$ cat config.mk
export PLATFORM = sky130hd
export DESIGN_NAME = vga_cfg_bank
export DESIGN_NICKNAME = d
export VERILOG_FILES = /design/src/rtl/vga_cfg_bank.sv
export SDC_FILE = /design/constraint.sdc
export NUM_CORES = 1
export LEC_CHECK = 0
export CAP_MARGIN = 20
export CORE_UTILIZATION = 56
export CTS_BUF_LIST = sky130_fd_sc_hd__clkbuf_16
export DETAILED_ROUTE_END_ITERATION = 8
export HOLD_SLACK_MARGIN = 0.1
export PLACE_DENSITY_LB_ADDON = 0.12
export REMOVE_ABC_BUFFERS = 1
export SYNTH_ARGS = -nofsm -noshare
export SYNTH_HDL_FRONTEND = slang
export SYNTH_SLANG_ARGS = --single-unit
$ cat constraint.sdc
create_clock -name clk -period 8.6 [get_ports clk]
set_input_delay 2.15 -clock clk [delete_from_list [all_inputs] [get_ports clk]]
set_output_delay 2.15 -clock clk [all_outputs]
set_load 0.02 [all_outputs]
$ cat src/rtl/vga_cfg_bank.sv
// vga_cfg_bank: SPI-fed shadow/active configuration register bank for the VGA GPU.
// Shadow writes commit at frame_start; define VGA_CFG_IMMEDIATE_EN to enable bit6 immediate writes.
module vga_cfg_bank #(
  parameter int NUM_REGS = 4,
  parameter int REG_W = 32,
  parameter int ADDR_W = 4,
  parameter logic [REG_W-1:0] RST_VAL0 = REG_W'(32'hBFFC_0000)
) (
  input  logic                      clk,
  input  logic                      rst_n,
  input  logic                      ena,
  input  logic                      cs_n,
  input  logic                      rx_valid,
  input  logic [7:0]                rx_data,
  input  logic                      frame_start,
  output logic [NUM_REGS*REG_W-1:0] cfg_flat,
  output logic [NUM_REGS-1:0]       pending,
  output logic [7:0]                tx_data,
  output logic                      tx_valid,
  output logic [1:0]                dbg_state
);

  // Handshake: rx_valid and tx_valid are single-cycle qualifiers with no back-pressure;
  // a byte is consumed on every cycle rx_valid is high, and tx_data is new when tx_valid is high.
  localparam int NB = REG_W / 8;
  localparam int CNT_W = (NB > 1) ? $clog2(NB) : 1;
  localparam logic [CNT_W-1:0] LAST = CNT_W'(NB - 1);

  typedef enum logic [1:0] {IDLE = 2'd0, WDATA = 2'd1, RDATA = 2'd2, DRAIN = 2'd3} state_t;

  state_t              state_q, state_d;
  logic [REG_W-1:0]    active_q [NUM_REGS];
  logic [REG_W-1:0]    shadow_q [NUM_REGS];
  logic [NUM_REGS-1:0] pending_q;
  logic [REG_W-1:0]    staging_q;
  logic [REG_W-1:0]    wval;
  logic [ADDR_W-1:0]   addr_q;
  logic [CNT_W-1:0]    cnt_q;
  logic [7:0]          tx_data_q;
  logic                tx_valid_q;
  logic                cmd_fire, wr_byte, wr_fire, rd_step, rd_done;
`ifdef VGA_CFG_IMMEDIATE_EN
  logic                imm_q;
`endif

  // Byte idx of the active register at address a; unmapped addresses read as zero.
  function automatic logic [7:0] rd_byte(input logic [ADDR_W-1:0] a, input logic [CNT_W-1:0] idx);
    logic [REG_W-1:0] sel;
    sel = '0;
    for (int i = 0; i < NUM_REGS; i++)
      if (a == ADDR_W'(i)) sel = active_q[i];
    sel = sel >> {idx, 3'b000};
    return sel[7:0];
  endfunction

  assign wval = (staging_q << 8) | REG_W'(rx_data);

  always_ff @(posedge clk) begin
    if (!rst_n) state_q <= IDLE;
    else        state_q <= state_d;
  end

  always_comb begin
    state_d  = state_q;
    cmd_fire = 1'b0;
    wr_byte  = 1'b0;
    wr_fire  = 1'b0;
    rd_step  = 1'b0;
    rd_done  = 1'b0;
    if (ena) begin
      if (cs_n) begin
        state_d = IDLE;
      end else if (rx_valid) begin
        case (state_q)
          IDLE: begin
            cmd_fire = 1'b1;
            state_d  = rx_data[7] ? WDATA : RDATA;
          end
          WDATA: begin
            wr_byte = 1'b1;
            if (cnt_q == LAST) begin
              wr_fire = 1'b1;
              state_d = DRAIN;
            end
          end
          RDATA: begin
            if (cnt_q == LAST) begin
              rd_done = 1'b1;
              state_d = DRAIN;
            end else begin
              rd_step = 1'b1;
            end
          end
          default: ;
        endcase
      end
    end
  end

  always_ff @(posedge clk) begin
    if (!rst_n) begin
      staging_q  <= '0;
      addr_q     <= '0;
      cnt_q      <= '0;
      tx_data_q  <= 8'h00;
      tx_valid_q <= 1'b0;
`ifdef VGA_CFG_IMMEDIATE_EN
      imm_q      <= 1'b0;
`endif
    end else begin
      tx_valid_q <= 1'b0;
      if (ena) begin
        if (cs_n) begin
          staging_q <= '0;
          cnt_q     <= '0;
          tx_data_q <= 8'h00;
        end else begin
          if (cmd_fire) begin
            addr_q    <= rx_data[ADDR_W-1:0];
            cnt_q     <= '0;
            staging_q <= '0;
`ifdef VGA_CFG_IMMEDIATE_EN
            imm_q     <= rx_data[6];
`endif
            // A read presents its MSB in the cycle right after the command byte.
            if (!rx_data[7]) begin
              tx_data_q  <= rd_byte(rx_data[ADDR_W-1:0], LAST);
              tx_valid_q <= 1'b1;
            end else begin
              tx_data_q  <= 8'h00;
            end
          end
          if (wr_byte) begin
            staging_q <= wval;
            cnt_q     <= cnt_q + CNT_W'(1);
          end
          if (rd_step) begin
            tx_data_q  <= rd_byte(addr_q, LAST - cnt_q - CNT_W'(1));
            tx_valid_q <= 1'b1;
            cnt_q      <= cnt_q + CNT_W'(1);
          end
          if (rd_done) tx_data_q <= 8'h00;
        end
      end
    end
  end

  // Commit sees pre-write shadow/pending, so a write landing with frame_start stays pending.
  always_ff @(posedge clk) begin
    if (!rst_n) begin
      for (int i = 0; i < NUM_REGS; i++) begin
        active_q[i] <= (i == 0) ? RST_VAL0 : '0;
        shadow_q[i] <= (i == 0) ? RST_VAL0 : '0;
      end
      pending_q <= '0;
    end else if (ena) begin
      for (int i = 0; i < NUM_REGS; i++) begin
        if (frame_start && pending_q[i]) begin
          active_q[i]  <= shadow_q[i];
          pending_q[i] <= 1'b0;
        end
        if (wr_fire && addr_q == ADDR_W'(i)) begin
          shadow_q[i] <= wval;
`ifdef VGA_CFG_IMMEDIATE_EN
          if (imm_q) begin
            active_q[i]  <= wval;
            pending_q[i] <= 1'b0;
          end else begin
            pending_q[i] <= 1'b1;
          end
`else
          pending_q[i] <= 1'b1;
`endif
        end
      end
    end
  end

  for (genvar g = 0; g < NUM_REGS; g++) begin : g_flat
    assign cfg_flat[g*REG_W +: REG_W] = active_q[g];
  end

  assign pending   = pending_q;
  assign tx_data   = tx_data_q;
  assign tx_valid  = tx_valid_q;
  assign dbg_state = state_q;

endmodule

==> qor.txt <==
hold bufs inserted after CTS -> 0
Critical Path AT -> 5.09 ns
clock-pin transition on the worst setup and hold timing paths -> 0.06 ns
max incr delay on CP -> 0.64 ns
pin count of the biggest net entering global routing -> 47
TritonCTS clock tree -> yes
Pleak -> 0.00549 µW
asr flop ratio synth -> 0
post-cts sizing count -> 0
CTS Root Cell -> clkbuf_16
Critical Path Fanout Max -> 27
gr ovfl total -> 0
Initial Utilization -> 0.579
Wirelength per Cell -> 25.4 µm
max-slew violations -> 0
final hold vios -> 0
maxcap violations -> 0
switch share -> 0.223
Syn-to-layout area delta -> 22.2%
Die Area -> 23500 µm²
Crit Reg-Reg Endpoint -> shadow_q[3][4]
CORE AREA -> 22100 µm²
Hold Path Class -> reg -> reg
RSZ-0062 raised after global routing -> false
worst vdd ir -> 209 µV
net switching power -> 695 µW
warnings from Yosys -> 0
Comb power frac -> 0.059
initial antenna violation count -> 0
worst hold margin -> 0.500 ns
GRT Overall Usage -> 0.301
CTS Buf Count -> 31
final net count -> 1101
Routability Congestion -> 0.859
setup bufs post-CTS -> 0
Critical path origin -> ena
Post-route DRC -> 0
number of synthesized flops with an enable pin -> 256
I/O Buffers -> 156
drt total wl -> 35.2 mm
vias in the first global route -> 8296
Tmin final -> 4.79 ns
Distinct cells, synth -> 59
most common cell after layout, fill and taps aside -> edfxtp_1
clock sinks -> 301
Int Power -> 2420 µW
crit path max-delay cell type -> clkdlybuf4s50_1
Die Ht -> 153 µm
crit-path cells -> clkdlybuf4s50_1 > and3b_1 > and2_4 > nand2_4 > nor4_4 > buf_4 > or2b_1
Final Skew -> 0.0235 ns
status -> completed
worst r2r src -> addr_q[1]
Critical Path Start Type -> primary input
Detailed Routing Iterations Pass 1 -> 6
Final ANT Viol Nets -> 0
Top Family by Delay on Critical Path -> simple AND/OR/NAND/NOR gates
Hold Path Sink -> active_q[0][20]
power share of the clock group -> 0.415
Post-Syn Area -> 12800 µm²
DPL Wire Length -> 21.7 mm
Sum Neg Setup Slack -> 0 ns
row cnt -> 54
hold depth -> 1
Slew @ Worst Pin -> 1.19 ns
ratio of cells with drive above 1 in the final layout -> 0.103
WP depth -> 7
drt via density -> 6.16
Final Cycle Share -> 0.557
worst path required time -> 8.90 ns
mean post-synth cell area -> 13.7 µm²
CP bufs+invs -> 2
Vias -> 8544
relative slew slack -> 0.204
#FFs+latches synth -> 301
Post-Syn Instances -> 935
IO Count -> 157
flop2flop setup slack -> 5.38 ns
min-delay src -> shadow_q[0][20]
first-pass GRT wire length -> 51.4 mm
commonest register cell after synthesis -> edfxtp_1
die width -> 153 µm
Fmax -> 0.209 GHz
R2R depth -> 6
H-tree Lvls -> 1
Worst Setup End Kind -> flop
n_diodes -> 0
clk_lat worst skew -> 0.57 ns
power density over the cells -> 199 nW/µm²
DRT iter0 DRCs -> 980
Reg power frac -> 0.526
Seq/Total Area, Yosys -> 0.671
clk buf depth -> 3
number of fill cells -> 1534
commonest non-fill, non-tap cells in the layout -> edfxtp_1, and2_1, clkdlybuf4s50_1, dfxtp_1, clkbuf_16
final setup violating endpoints -> 0
CP Class -> in -> reg
==> power by group through the flow <==
stage | Sequential [µW] | Clock [µW] | Combinational, µW
2_1_floorplan | 1690 | 0 | 58.5
3_3_place_gp | 1670 | 0 | 180
3_5_place_dp | 1670 | 0 | 183
4_1_cts | 1640 | 1300 | 184
5_1_grt | 1640 | 1360 | 193
6_report | 1640 | 1290 | 185
==> cell usage after synthesis, types with 8 or more instances <==
cell / n / area, µm²
a211oi_1: 8 / 60.1
a21oi_1: 11 / 55.1
a221oi_1: 14 / 123
a22oi_1: 28 / 210
and2_1: 233 / 1460
buf_2: 16 / 80.1
clkbuf_1: 38 / 143
dfxtp_1: 45 / 901
edfxtp_1: 256 / 7690
mux2_2: 13 / 146
mux2i_1: 20 / 200
mux4_2: 10 / 225
nand2_1: 19 / 71.3
nand2b_1: 25 / 156
nand3b_1: 11 / 82.6
nor2_1: 28 / 105
nor2b_1: 11 / 68.8
nor3_1: 15 / 75.1
o21ai_0: 24 / 120
o22ai_1: 11 / 68.8
==> per-stage QoR <==
stage | cells | worst slack (ns) | util | instance area [µm²] | power [µW]
2_1_floorplan | 868 | 1.90 | - | 12500 | 1750
6_report | 1388 | 3.81 | 0.708 | 15600 | 3120
3_5_place_dp | 1329 | 3.29 | 0.663 | 14600 | 1850
5_1_grt | 1388 | 3.74 | 0.708 | 15600 | 3190
4_1_cts | 1387 | 3.85 | 0.708 | 15600 | 3130
3_3_place_gp | 1327 | 3.42 | 0.661 | 14600 | 1850
==> area by class of cell <==
| class | count | area [µm²] | share of cell area |
|---|---|---|---|
| Clock buffer | 34 | 851 | 0.0544 |
| Clock inverter | 24 | 138 | 0.00880 |
| Inverter | 7 | 26.3 | 0.00168 |
| Multi-Input combinational cell | 560 | 3900 | 0.249 |
| Sequential cell | 301 | 8590 | 0.549 |
| Tap cell | 280 | 350 | 0.0224 |
| Timing Repair Buffer | 182 | 1790 | 0.114 |
==> routing by layer <==
layer  part of all wire  global-route usage  vias up
met1               0.38               0.413     4213
met3               0.11              0.0621       73
met4              0.029              0.0981        0
met5                  0                   0        -
met2               0.48               0.483      548
li1                   -                   -     3710
==> sequential cells by signal, summed over array words and instances, names as in the netlist <==
register / count
active_q: 128
shadow_q: 128
staging_q: 24
tx_data: 8
addr_q: 4
pending: 4
cnt_q: 2
dbg_state: 2
tx_valid: 1
==> worst max path at each step <==
stage | end | slack (ns)
2_1_floorplan | shadow_q[2][0] | 1.90
6_report | shadow_q[0][31] | 3.81
4_1_cts | shadow_q[0][31] | 3.85
3_3_place_gp | shadow_q[0][31] | 3.42
5_1_grt | shadow_q[0][31] | 3.74
3_5_place_dp | shadow_q[0][31] | 3.29
==> kinds of logic (layout without fill, tap and decap cells) <==
logic type / Yosys count / after routing / synth area share
buffers and inverters: 74 / 247 / 0.0259
adders and majority gates: 4 / 4 / 0.00391
and+or+nand+nor: 380 / 380 / 0.182
muxes: 43 / 43 / 0.0447
AOI/OAI and AO/OA: 133 / 133 / 0.0730
DFF: 301 / 301 / 0.671
Note: power is estimated with default switching activity, not from simulation.
